File: config.mk
export PLATFORM = sky130hd
export DESIGN_NAME = canal_lock_controller
export DESIGN_NICKNAME = d
export VERILOG_FILES = /design/src/rtl/canal_lock_controller.sv
export SDC_FILE = /design/constraint.sdc
export NUM_CORES = 1
export LEC_CHECK = 0
export ABC_CLOCK_PERIOD_IN_PS = 6380
export CAP_MARGIN = 20
export CELL_PAD_IN_SITES_DETAIL_PLACEMENT = 1
export CELL_PAD_IN_SITES_GLOBAL_PLACEMENT = 1
export CORE_ASPECT_RATIO = 0.8
export CORE_MARGIN = 8
export CORE_UTILIZATION = 44
export DETAILED_ROUTE_END_ITERATION = 6
export GPL_ROUTABILITY_DRIVEN = 0
export MAX_ROUTING_LAYER = met4
export PLACE_DENSITY_LB_ADDON = 0.12
export SLEW_MARGIN = 20
export SYNTH_ARGS = -nofsm -noshare
export SYNTH_HDL_FRONTEND = slang
export SYNTH_SLANG_ARGS = --single-unit
File: constraint.sdc
create_clock -name clk -period 6.38 [get_ports clk]
set_input_delay 1.914 -clock clk [delete_from_list [all_inputs] [get_ports clk]]
set_output_delay 1.914 -clock clk [all_outputs]
set_load 0.005 [all_outputs]
File: src/rtl/canal_lock_controller.sv
// canal_lock_controller
// Sequences a boat through the lock chamber: arbitrates outer/inner requests,
// equalizes the chamber to the boat's side, cycles the gates, equalizes to the
// far side and releases the boat. All outputs are registered.
// Optional boat-entry timeout in WAIT_IN: define LOCK_TIMEOUT_EN.
module canal_lock_controller #(
  parameter logic [7:0] OUTER_LEVEL    = 8'd20,
  parameter logic [7:0] INNER_LEVEL    = 8'd80,
  parameter logic [7:0] STEP           = 8'd4,
  parameter logic [3:0] GATE_CYCLES    = 4'd3,
  parameter logic [7:0] TIMEOUT_CYCLES = 8'd50
) (
  input  logic       clk,
  input  logic       reset,
  input  logic       req_outer,
  input  logic       req_inner,
  input  logic       boat_in,
  input  logic       boat_out,
  output logic       outer_gate_open,
  output logic       inner_gate_open,
  output logic [7:0] lock_water,
  output logic       filling,
  output logic       draining,
  output logic       grant_outer,
  output logic       grant_inner,
  output logic       busy,
  output logic [3:0] state,
  output logic       timeout
);

  typedef enum logic [3:0] {
    IDLE      = 4'd0,
    EQ_IN     = 4'd1,
    OPEN_IN   = 4'd2,
    WAIT_IN   = 4'd3,
    CLOSE_IN  = 4'd4,
    EQ_OUT    = 4'd5,
    OPEN_OUT  = 4'd6,
    WAIT_OUT  = 4'd7,
    CLOSE_OUT = 4'd8
  } state_t;

  state_t     cur_state;
  logic       src_inner;   // side the current boat came from (1 = inner)
  logic       last_inner;  // side served last (1 = inner); loser of the next tie
  logic [3:0] gate_cnt;
  logic [7:0] src_level;
  logic [7:0] dst_level;
  logic       gate_done;

`ifdef LOCK_TIMEOUT_EN
  logic [7:0] wait_cnt;
  logic       aborted;     // remembers that CLOSE_IN was entered by a timeout
`endif

  // Move one STEP toward the target, landing exactly on it when closer than
  // one STEP so the level never overshoots or wraps.
  function automatic logic [7:0] sat_step(input logic [7:0] cur, input logic [7:0] tgt);
    if (tgt > cur)
      return ((tgt - cur) < STEP) ? tgt : cur + STEP;
    else if (tgt < cur)
      return ((cur - tgt) < STEP) ? tgt : cur - STEP;
    else
      return cur;
  endfunction

  assign src_level = src_inner ? INNER_LEVEL : OUTER_LEVEL;
  assign dst_level = src_inner ? OUTER_LEVEL : INNER_LEVEL;
  assign gate_done = (gate_cnt >= (GATE_CYCLES - 4'd1));
  assign state     = cur_state;

  // Lock sequencer: state, water level, gates and all registered outputs.
  always_ff @(posedge clk) begin
    if (reset) begin
      cur_state       <= IDLE;
      lock_water      <= OUTER_LEVEL;
      outer_gate_open <= 1'b0;
      inner_gate_open <= 1'b0;
      filling         <= 1'b0;
      draining        <= 1'b0;
      grant_outer     <= 1'b0;
      grant_inner     <= 1'b0;
      busy            <= 1'b0;
      src_inner       <= 1'b0;
      last_inner      <= 1'b1;
      gate_cnt        <= 4'd0;
`ifdef LOCK_TIMEOUT_EN
      wait_cnt        <= 8'd0;
      aborted         <= 1'b0;
      timeout         <= 1'b0;
`endif
    end else begin
      grant_outer <= 1'b0;
      grant_inner <= 1'b0;
      filling     <= 1'b0;
      draining    <= 1'b0;
`ifdef LOCK_TIMEOUT_EN
      timeout     <= 1'b0;
`endif
      case (cur_state)
        IDLE: begin
          if (req_outer || req_inner) begin
            // On a tie the side not served last wins.
            if (req_outer && (!req_inner || last_inner)) begin
              src_inner   <= 1'b0;
              grant_outer <= 1'b1;
            end else begin
              src_inner   <= 1'b1;
              grant_inner <= 1'b1;
            end
            cur_state <= EQ_IN;
            busy      <= 1'b1;
          end
        end
        EQ_IN: begin
          if (lock_water == src_level) begin
            cur_state <= OPEN_IN;
            gate_cnt  <= 4'd0;
          end else begin
            lock_water <= sat_step(lock_water, src_level);
            filling    <= (src_level > lock_water);
            draining   <= (src_level < lock_water);
          end
        end
        OPEN_IN: begin
          if (gate_done) begin
            cur_state       <= WAIT_IN;
            outer_gate_open <= !src_inner;
            inner_gate_open <= src_inner;
`ifdef LOCK_TIMEOUT_EN
            wait_cnt        <= 8'd0;
`endif
          end else begin
            gate_cnt <= gate_cnt + 4'd1;
          end
        end
        WAIT_IN: begin
          if (boat_in) begin
            cur_state       <= CLOSE_IN;
            outer_gate_open <= 1'b0;
            inner_gate_open <= 1'b0;
            gate_cnt        <= 4'd0;
          end
`ifdef LOCK_TIMEOUT_EN
          else if (wait_cnt >= (TIMEOUT_CYCLES - 8'd1)) begin
            cur_state       <= CLOSE_IN;
            outer_gate_open <= 1'b0;
            inner_gate_open <= 1'b0;
            gate_cnt        <= 4'd0;
            timeout         <= 1'b1;
            aborted         <= 1'b1;
          end else begin
            wait_cnt <= wait_cnt + 8'd1;
          end
`endif
        end
        CLOSE_IN: begin
          if (gate_done) begin
`ifdef LOCK_TIMEOUT_EN
            if (aborted) begin
              // Abandoned entry: chamber stays at the source level.
              cur_state  <= IDLE;
              busy       <= 1'b0;
              last_inner <= src_inner;
              aborted    <= 1'b0;
            end else begin
              cur_state <= EQ_OUT;
            end
`else
            cur_state <= EQ_OUT;
`endif
          end else begin
            gate_cnt <= gate_cnt + 4'd1;
          end
        end
        EQ_OUT: begin
          if (lock_water == dst_level) begin
            cur_state <= OPEN_OUT;
            gate_cnt  <= 4'd0;
          end else begin
            lock_water <= sat_step(lock_water, dst_level);
            filling    <= (dst_level > lock_water);
            draining   <= (dst_level < lock_water);
          end
        end
        OPEN_OUT: begin
          if (gate_done) begin
            cur_state       <= WAIT_OUT;
            outer_gate_open <= src_inner;
            inner_gate_open <= !src_inner;
          end else begin
            gate_cnt <= gate_cnt + 4'd1;
          end
        end
        WAIT_OUT: begin
          if (boat_out) begin
            cur_state       <= CLOSE_OUT;
            outer_gate_open <= 1'b0;
            inner_gate_open <= 1'b0;
            gate_cnt        <= 4'd0;
          end
        end
        CLOSE_OUT: begin
          if (gate_done) begin
            cur_state  <= IDLE;
            busy       <= 1'b0;
            last_inner <= src_inner;
          end else begin
            gate_cnt <= gate_cnt + 4'd1;
          end
        end
        default: begin
          cur_state       <= IDLE;
          outer_gate_open <= 1'b0;
          inner_gate_open <= 1'b0;
          busy            <= 1'b0;
          gate_cnt        <= 4'd0;
        end
      endcase
    end
  end

`ifndef LOCK_TIMEOUT_EN
  logic unused_timeout_cfg;
  assign unused_timeout_cfg = ^TIMEOUT_CYCLES;
  assign timeout = 1'b0;
`endif

endmodule

Word level (Yosys, flattened, before mapping). Cells that the tools add are included. W data, S select, Z words.

Register bits: 25. Output and inout bits: 20. Logic and storage cells: 120.

$add $sub $neg: 7. $lt $le $gt $ge: 9. Equal/unequal tests: 24. Mux-type cells: 46. Bitwise operators: 4. Reduce and logical (&&, ||, !) cells: 18.

Operator list (number): $mux W8 (10); $mux W4 (14); $pmux W4 S9 (1); $lt A8 B3 Y1 const B (4); $ne A2 B2 Y1 const B (12); $pmux W4 S6 (1); $eq A4 B3 Y1 const B (4); $eq A8 B7 Y1 (2); $gt A7 B8 Y1 (2); $lt A7 B8 Y1 (2); $pmux W8 S2 (1); $sub A7 B8 Y8 (2); $sub A8 B7 Y8 (2); $mux W7 (2); $mux W1 (12); $pmux W1 S5 (2); $reduce_and A5 Y1 (2); $reduce_and A9 Y1 (1); $add A8 B3 Y8 const B (1); $eq A4 B2 Y1 const B (2); $sub A8 B3 Y8 const B (1); $reduce_or A7 Y1 (1); $ne A3 B3 Y1 const B (2); $reduce_and A6 Y1 (1); 17 further kinds (24).

Depth between registers and ports, before layout. Gate-level depths: netlist of run 1.

Depth after elaboration: 8. Mapped depth: 9. Mapped depth without buffers: 9.

Worst setup path before layout of run 1. Ideal clock, no wire load.

Kind: input port to flip-flop. Start point: in boat_in. End point: reg gate_cnt[3]. Setup time: 117 ps. Arrival time: 3244 ps. Data required time: 6263 ps. Slack: 3019 ps. Stages on the path: 6. Path buffers: 0. Cells stage by stage: nor2b_1 a2111oi_0 a31oi_2 o211a_4 a41oi_1 nor2_1.

Cells in the longest elaborated chain, start to end: 2.

RTL lines: start: declaration (RTL line 17) `input logic boat_in,`; $ne A2 B2 Y1 (no source line); $reduce_and A6 Y1 (no source line); end signal: assignment (RTL line 134) `gate_cnt <= gate_cnt + 4'd1;`; end signal: assignment (RTL line 173) `gate_cnt <= gate_cnt + 4'd1;`; end signal: assignment (RTL line 192) `gate_cnt <= gate_cnt + 4'd1;`; end: declaration (RTL line 46) `logic [3:0] gate_cnt;`.

Every way passes these cells. A chain may end at the register's enable or synchronous reset.

Worst setup path after layout of run 1. Ends and elaborated chain as after synthesis.

==> reports/metrics.yaml, run 1 <==
yosys.cell_types.count: 62
synth_top_cell_area_share: 0.240
crit_start: "boat_in"
worst_hold_startpoint: "inner_gate_open$_SDFFE_PP0P_"
detail_route.wl_per_cell_um: 17.8
synth-seq-cells: 23
slowest_delay_ps: 840
asyncSetResetFlopFracSynth: 0
ctsRootBufferMaster: "sky130_fd_sc_hd__clkbuf_8"
power.density_nw_per_um2: 370
io_buffer_count: 22
dieWidth_um: 89.9
fmax_mhz: 263
synthDominantAreaCellType: "sky130_fd_sc_hd__dfxtp_1"
tightest_slew_ps: 973
postPlaceCellArea_um2: 2130
cp_slowest_cell: "sky130_fd_sc_hd__a2111oi_0"
total_power_w: 0.000806
worstSetupEndpointType: "flip-flop"
hp-class: "flip-flop to flip-flop"
max_cap_viol_count: 0
cts_tree: "built"
start_util: 0.460
routed_wirelength_mm: 5.63
die_y_um: 75.1
drcViolationCount: 0
clk_pin_slew_worst_paths_ps: 80
synth_edf_count: 0
worstSetupStartpointType: "input port"
worstReg2RegStart: "src_inner$_SDFFE_PP0P_"
post_cts_resized: 0
net-switching-power_w: 0.000384
p_int_w: 0.000422
dp_hpwl_mm: 4.29
final_max_slew_viol_count: 0
drt_first_pass_iters: 4
dp_worst_setup_slack_ps: 2280
synth-seq-area-share: 0.240
cts.sink_count: 23
detail_route.iter0.violations: 135
grt_antenna_before_repair: 0
timing_hold_violations_final: 0
sw_frac: 0.477
power_leakage_nw: 0.827
clock_buffer_count_from_cts: 3
filler_cell_count: 555
timing_worst_setup_path_type: "input port to flip-flop"
timing.critical_path.cells: "clkdlybuf4s50_1 > nor2b_1 > a2111oi_0 > a31oi_2 > o211a_4 > a41oi_1 > nor2_1"
worst_path_dominant_cell_family: "compound AO/OA/AOI/OAI gates"
power.ir.vdd_worst_v: 0.000213
postCtsSetupRepairBufs: 0
globalRoute.totalOverflow: 0
reg_with_most_ffs: "lock_water"
critical_path_buf_inv_count: 1
vias_per_cell: 5.93
cts_stage_hold_buffer_count: 0
vias: 1879
wire_length_of_the_first_global_routing_pass_mm: 9.58
yosys_warnings: 0
worst_skew_pair.late_latency_ps: 260
rsz_0062_raised_after_global_routing: "false"
synth_area_um2: 1920
dieArea_um2: 6750
critical_path_required_ps: 6540
core-area_um2: 4180
final_area_um2: 2180
largest_register_ffs: 6
sequential_fraction_of_design_power: 0.252
fin_tns_setup_ps: 0
setup_violations: 0
final_nets: 280
synth_top_flop_cell: "sky130_fd_sc_hd__dfxtp_1"
first_global_vias: 1881
drive_above_1_share: 0.0462
placementRows: 21
clkPwrFrac: 0.113
largest_net_degree_at_the_start_of_global_routing: 22
synthTopCellsByArea: "sky130_fd_sc_hd__dfxtp_1 24%, sky130_fd_sc_hd__ha_1 8.5%, sky130_fd_sc_hd__nor2_1 5.9%, sky130_fd_sc_hd__o21ai_0 3.1%, sky130_fd_sc_hd__inv_1 2.9%"
layout_worst_path_cycle_share: 0.597
syn-instance-count: 247
finalWorstPathRequiredPeriod_ps: 3810
timing.clock.skew_ps: 1.20
cts_htree_levels: 1
post-route-worst-setup-slack_ps: 2570
clk_path_buf_depth: 2
worstPathMaxFanout: 5
antenna-diode-count: 0
max-slew-margin-rel: 0.335
io_pins: 26
outcome: "finished clean"
worst_ep_arrival_time_ps: 3970
area_delta_synth_final_pct: 13.4
pwr-share-comb: 0.636
synthesis.area_per_instance_um2: 7.78
gr-usage-all-layers: 0.177
drt.antenna.violating_nets: 0
==> power groups by stage <==
stage | logic (W) | clock network [W] | registers (W)
floorplan | 0.000384 | 0 | 0.000186
global placement | 0.000495 | 0 | 0.000205
detailed placement | 0.000504 | 0 | 0.000206
CTS | 0.000507 | 0.0000944 | 0.000202
global route | 0.000566 | 0.0000997 | 0.000209
finish | 0.000513 | 0.0000909 | 0.000203
==> final timing paths <==
check                           slack [ps]                      endpoint  depth (start not counted)
worst max-delay path                  2570      gate_cnt[3]$_SDFFE_PP0P_                          7
worst min-delay path                   470  inner_gate_open$_SDFFE_PP0P_                          2
worst max register to register        3410    lock_water[2]$_SDFFE_PP1P_                          8
worst min register to register         470  inner_gate_open$_SDFFE_PP0P_                          2
==> routing by layer <==
metal  global-route usage  vias to the layer above  wire (µm)
met5                    -                        -          0
met4               0.0294                        0         22
met3               0.0339                        4        247
met2                0.257                       42       2330
met1                0.248                      904       3020
li1                     -                      929          -
==> cell usage after synthesis (5+ instances only) <==
| library cell | count |
|---|---|
| sky130_fd_sc_hd__clkbuf_1 | 6 |
| sky130_fd_sc_hd__nand3_1 | 10 |
| sky130_fd_sc_hd__inv_1 | 15 |
| sky130_fd_sc_hd__nor4_1 | 5 |
| sky130_fd_sc_hd__dfxtp_1 | 23 |
| sky130_fd_sc_hd__xnor2_1 | 5 |
| sky130_fd_sc_hd__nand2_1 | 12 |
| sky130_fd_sc_hd__and3_1 | 7 |
| sky130_fd_sc_hd__nor3_1 | 8 |
| sky130_fd_sc_hd__nand4_1 | 5 |
| sky130_fd_sc_hd__nor2_1 | 30 |
| sky130_fd_sc_hd__ha_1 | 13 |
| sky130_fd_sc_hd__a21oi_1 | 11 |
| sky130_fd_sc_hd__nand2b_1 | 6 |
| sky130_fd_sc_hd__o21ai_0 | 12 |
==> tightest hold or removal path, cell delays in order, from the launching register on <==
cell and delay (ps):
sky130_fd_sc_hd__dfxtp_1 310, sky130_fd_sc_hd__nand2b_1 60, sky130_fd_sc_hd__a21oi_1 50
==> layout make-up <==
cell class / count / area (µm²) / share of cell area
Tap cell: 57 / 71.3 / 0.0327
Sequential cell: 23 / 460 / 0.211
Clock buffer: 4 / 45.0 / 0.0207
Inverter: 15 / 56.3 / 0.0258
Timing Repair Buffer: 23 / 228 / 0.105
Multi-Input combinational cell: 195 / 1320 / 0.605
==> per-stage QoR <==
stage | instances | hold WS, ps | util
after floorplan | 249 | 442 | -
after global placement | 313 | 461 | 0.511
after detailed placement | 313 | 465 | 0.511
after CTS | 317 | 476 | 0.521
after global routing | 317 | 512 | 0.521
final | 317 | 468 | 0.521
==> placed cells by master, fill, tap and decap left out, types with 3 or more instances in the layout <==
cell type                         count
sky130_fd_sc_hd__nand3_1             10
sky130_fd_sc_hd__nand4_1              5
sky130_fd_sc_hd__inv_1               15
sky130_fd_sc_hd__mux2i_1              4
sky130_fd_sc_hd__nor2b_1              3
sky130_fd_sc_hd__nand3b_1             4
sky130_fd_sc_hd__nor4_1               5
sky130_fd_sc_hd__nand2b_1             6
sky130_fd_sc_hd__conb_1               3
sky130_fd_sc_hd__nand2_1             12
sky130_fd_sc_hd__ha_1                13
sky130_fd_sc_hd__dfxtp_1             23
sky130_fd_sc_hd__nor2_1              30
sky130_fd_sc_hd__a21oi_1             11
sky130_fd_sc_hd__o21ai_0             12
sky130_fd_sc_hd__clkdlybuf4s50_1     22
sky130_fd_sc_hd__a2111oi_0            3
sky130_fd_sc_hd__and3_1               7
sky130_fd_sc_hd__xor2_1               3
sky130_fd_sc_hd__clkbuf_8             3
sky130_fd_sc_hd__xnor2_1              5
sky130_fd_sc_hd__a311oi_1             3
sky130_fd_sc_hd__nor3_1               8
sky130_fd_sc_hd__a31oi_1              3
==> logic make-up (layout without fill, tap and decap cells) <==
family                     count (synthesis)  in the layout  synth area share
AOI/OAI and AO/OA                         62             62             0.237
and+or+nand+nor                          104            104             0.293
buffers and inverters                     31             42            0.0782
muxes                                      5              5            0.0287
adders and majority gates                 13             13            0.0847
other                                      1              3           0.00195
DFF                                       23             23             0.240
xor gates and xnor gates                   8              8            0.0365
Note: power is estimated with default switching activity, not from simulation.
==> run 2, diff against run 1 <==
--- a/config.mk
+++ b/config.mk
@@ -5,13 +5,13 @@
 export SDC_FILE = /design/constraint.sdc
 export NUM_CORES = 1
 export LEC_CHECK = 0
-export ABC_CLOCK_PERIOD_IN_PS = 6380
+export ABC_CLOCK_PERIOD_IN_PS = 3490
 export CAP_MARGIN = 20
 export CELL_PAD_IN_SITES_DETAIL_PLACEMENT = 1
 export CELL_PAD_IN_SITES_GLOBAL_PLACEMENT = 1
 export CORE_ASPECT_RATIO = 0.8
 export CORE_MARGIN = 8
-export CORE_UTILIZATION = 44
+export CORE_UTILIZATION = 37
 export DETAILED_ROUTE_END_ITERATION = 6
 export GPL_ROUTABILITY_DRIVEN = 0
 export MAX_ROUTING_LAYER = met4
==> constraint.sdc (replaced) <==
create_clock -name clk -period 3.49 [get_ports clk]
set_input_delay 1.047 -clock clk [delete_from_list [all_inputs] [get_ports clk]]
set_output_delay 1.047 -clock clk [all_outputs]
set_load 0.005 [all_outputs]
==> reports/metrics.yaml, run 2 (synthesized netlist as in run 1, its figures left out) <==
drt_first_pass_iters: 4  # unchanged
clock_buffer_count_from_cts: 3  # unchanged
largest_register_ffs: 6  # unchanged
gr-usage-all-layers: 0.162  # was 0.177
fin_tns_setup_ps: 0  # unchanged
numPlacedInstances: 322  # was 313
cts_htree_levels: 1  # unchanged
cts_stage_hold_buffer_count: 0  # unchanged
final_max_slew_viol_count: 0  # unchanged
power_leakage_nw: 0.850  # was 0.827 nW
grt_antenna_before_repair: 0  # unchanged
power.ir.vdd_worst_v: 0.000314  # was 0.000213 V
dp_hpwl_mm: 4.46  # was 4.29 mm
worstSetupStartpointType: "flip-flop"  # was input port
ctsRootBufferMaster: "sky130_fd_sc_hd__clkbuf_8"  # unchanged
area_delta_synth_final_pct: 15.4  # was 13.4%
critical_path_required_ps: 3660  # was 6540 ps
core-area_um2: 5010  # was 4180 µm²
dieArea_um2: 7770  # was 6750 µm²
vias: 1867  # was 1879
worst_ep_arrival_time_ps: 2910  # was 3970 ps
drt.antenna.violating_nets: 0  # unchanged
io_pins: 26  # unchanged
die_y_um: 80.4  # was 75.1 µm
filler_cell_count: 655  # was 555
drive_above_1_share: 0.0644  # was 0.0462
worst_hold_slack_ps: 479  # was 468 ps
drcViolationCount: 0  # unchanged
max-slew-margin-rel: 0.545  # was 0.335
postCtsSetupRepairBufs: 0  # unchanged
post_cts_resized: 0  # unchanged
clk_path_buf_depth: 2  # unchanged
placementRows: 23  # was 21
outcome: "finished clean"  # unchanged
wire_length_of_the_first_global_routing_pass_mm: 9.83  # was 9.58 mm
routed_wirelength_mm: 5.85  # was 5.63 mm
final_area_um2: 2220  # was 2180 µm²
start_util: 0.384  # was 0.460
cts.sink_count: 23  # unchanged
post-route-worst-setup-slack_ps: 752  # was 2570 ps
max_cap_viol_count: 0  # unchanged
hp-class: "flip-flop to flip-flop"  # unchanged
clk_pin_slew_worst_paths_ps: 90  # was 80 ps
antenna-diode-count: 0  # unchanged
layout_worst_path_cycle_share: 0.784
dieWidth_um: 96.6  # was 89.9 µm
dp_worst_setup_slack_ps: 702  # was 2280 ps
detail_route.iter0.violations: 110  # was 135
final_nets: 284  # was 280
reg_with_most_ffs: "lock_water"  # unchanged
timing_hold_violations_final: 0  # unchanged
cts_tree: "built"  # unchanged
tightest_slew_ps: 681  # was 973 ps
timing.clock.skew_ps: 9.29  # was 1.20 ps
rsz_0062_raised_after_global_routing: "false"  # unchanged
detail_route.wl_per_cell_um: 17.9  # was 17.8 µm
timing_worst_setup_path_type: "flip-flop to flip-flop"  # was input port to flip-flop
io_buffer_count: 22  # unchanged
fmax_mhz: 365
postPlaceCellArea_um2: 2170  # was 2130 µm²
final_cell_mix: "30 x sky130_fd_sc_hd__nor2_1, 23 x sky130_fd_sc_hd__dfxtp_1, 22 x sky130_fd_sc_hd__clkdlybuf4s50_1"  # unchanged
first_global_vias: 1874  # was 1881
largest_net_degree_at_the_start_of_global_routing: 22  # unchanged
power.density_nw_per_um2: 672  # was 370 nW/µm²
layout.cells.most_common: "sky130_fd_sc_hd__nor2_1"  # unchanged
stdcell_count: 326  # was 317
worstPathMaxFanout: 14  # was 5
globalRoute.totalOverflow: 0  # unchanged
worstSetupEndpointType: "flip-flop"  # unchanged
worst_skew_pair.late_latency_ps: 270  # was 260 ps
finalWorstPathRequiredPeriod_ps: 2740
vias_per_cell: 5.73  # was 5.93
setup_violations: 0  # unchanged
==> run 2: cell count changes in the layout (fill, tap and decap cells not counted) <==
| cell | delta |
|---|---|
| sky130_fd_sc_hd__buf_4 | +4 |
| sky130_fd_sc_hd__clkbuf_1 | -1 |
| sky130_fd_sc_hd__clkinv_2 | +1 |
==> run 2: stage by stage <==
step / util / power, W
detailed placement: 0.433 / 0.00131
global route: 0.443 / 0.00161
floorplan: - / 0.00104
finish: 0.443 / 0.00149
CTS: 0.443 / 0.00148
global placement: 0.433 / 0.00129
==> run 2: path summary, 6_finish.rpt <==
kind | startpoint | endpoint | slack (ps) | cells after the start
worst max register to register | lock_water[3]$_SDFFE_PP0P_ | lock_water[4]$_SDFFE_PP1P_ | 750 | 8
worst min-delay path | inner_gate_open$_SDFFE_PP0P_ | inner_gate_open$_SDFFE_PP0P_ | 480 | 2
worst max-delay path | lock_water[3]$_SDFFE_PP0P_ | lock_water[4]$_SDFFE_PP1P_ | 750 | 8
worst min register to register | inner_gate_open$_SDFFE_PP0P_ | inner_gate_open$_SDFFE_PP0P_ | 480 | 2
==> run 2: critical path, stage by stage (launching register included) <==
cell                        delay, ps
sky130_fd_sc_hd__dfxtp_1          640
sky130_fd_sc_hd__inv_1            170
sky130_fd_sc_hd__ha_1             320
sky130_fd_sc_hd__nand4bb_1        120
sky130_fd_sc_hd__nor3_1            70
sky130_fd_sc_hd__a21oi_1          440
sky130_fd_sc_hd__a32oi_1          300
sky130_fd_sc_hd__or3_1            430
sky130_fd_sc_hd__and3_1           170
==> run 2: power breakdown <==
group          switching (W)  internal, W  leakage, nW
clock network      0.0000862    0.0000797       0.0255
registers          0.0000582     0.000298        0.187
logic               0.000567     0.000399        0.637
total               0.000712     0.000777        0.850
==> run 2: cell type report <==
type                            instances  area (µm²)  area share
Clock buffer                            3        41.3      0.0186
Clock inverter                          1        5.00     0.00226
Inverter                               15        56.3      0.0254
Multi-Input combinational cell        195        1320       0.595
Sequential cell                        23         460       0.208
Tap cell                               62        77.6      0.0350
Timing Repair Buffer                   27         258       0.116
==> run 2: metal layers <==
metal	wire length, µm	global-route usage
met5	0	-
met4	12	0.00905
met3	225	0.0289
met2	2440	0.233
met1	3170	0.237
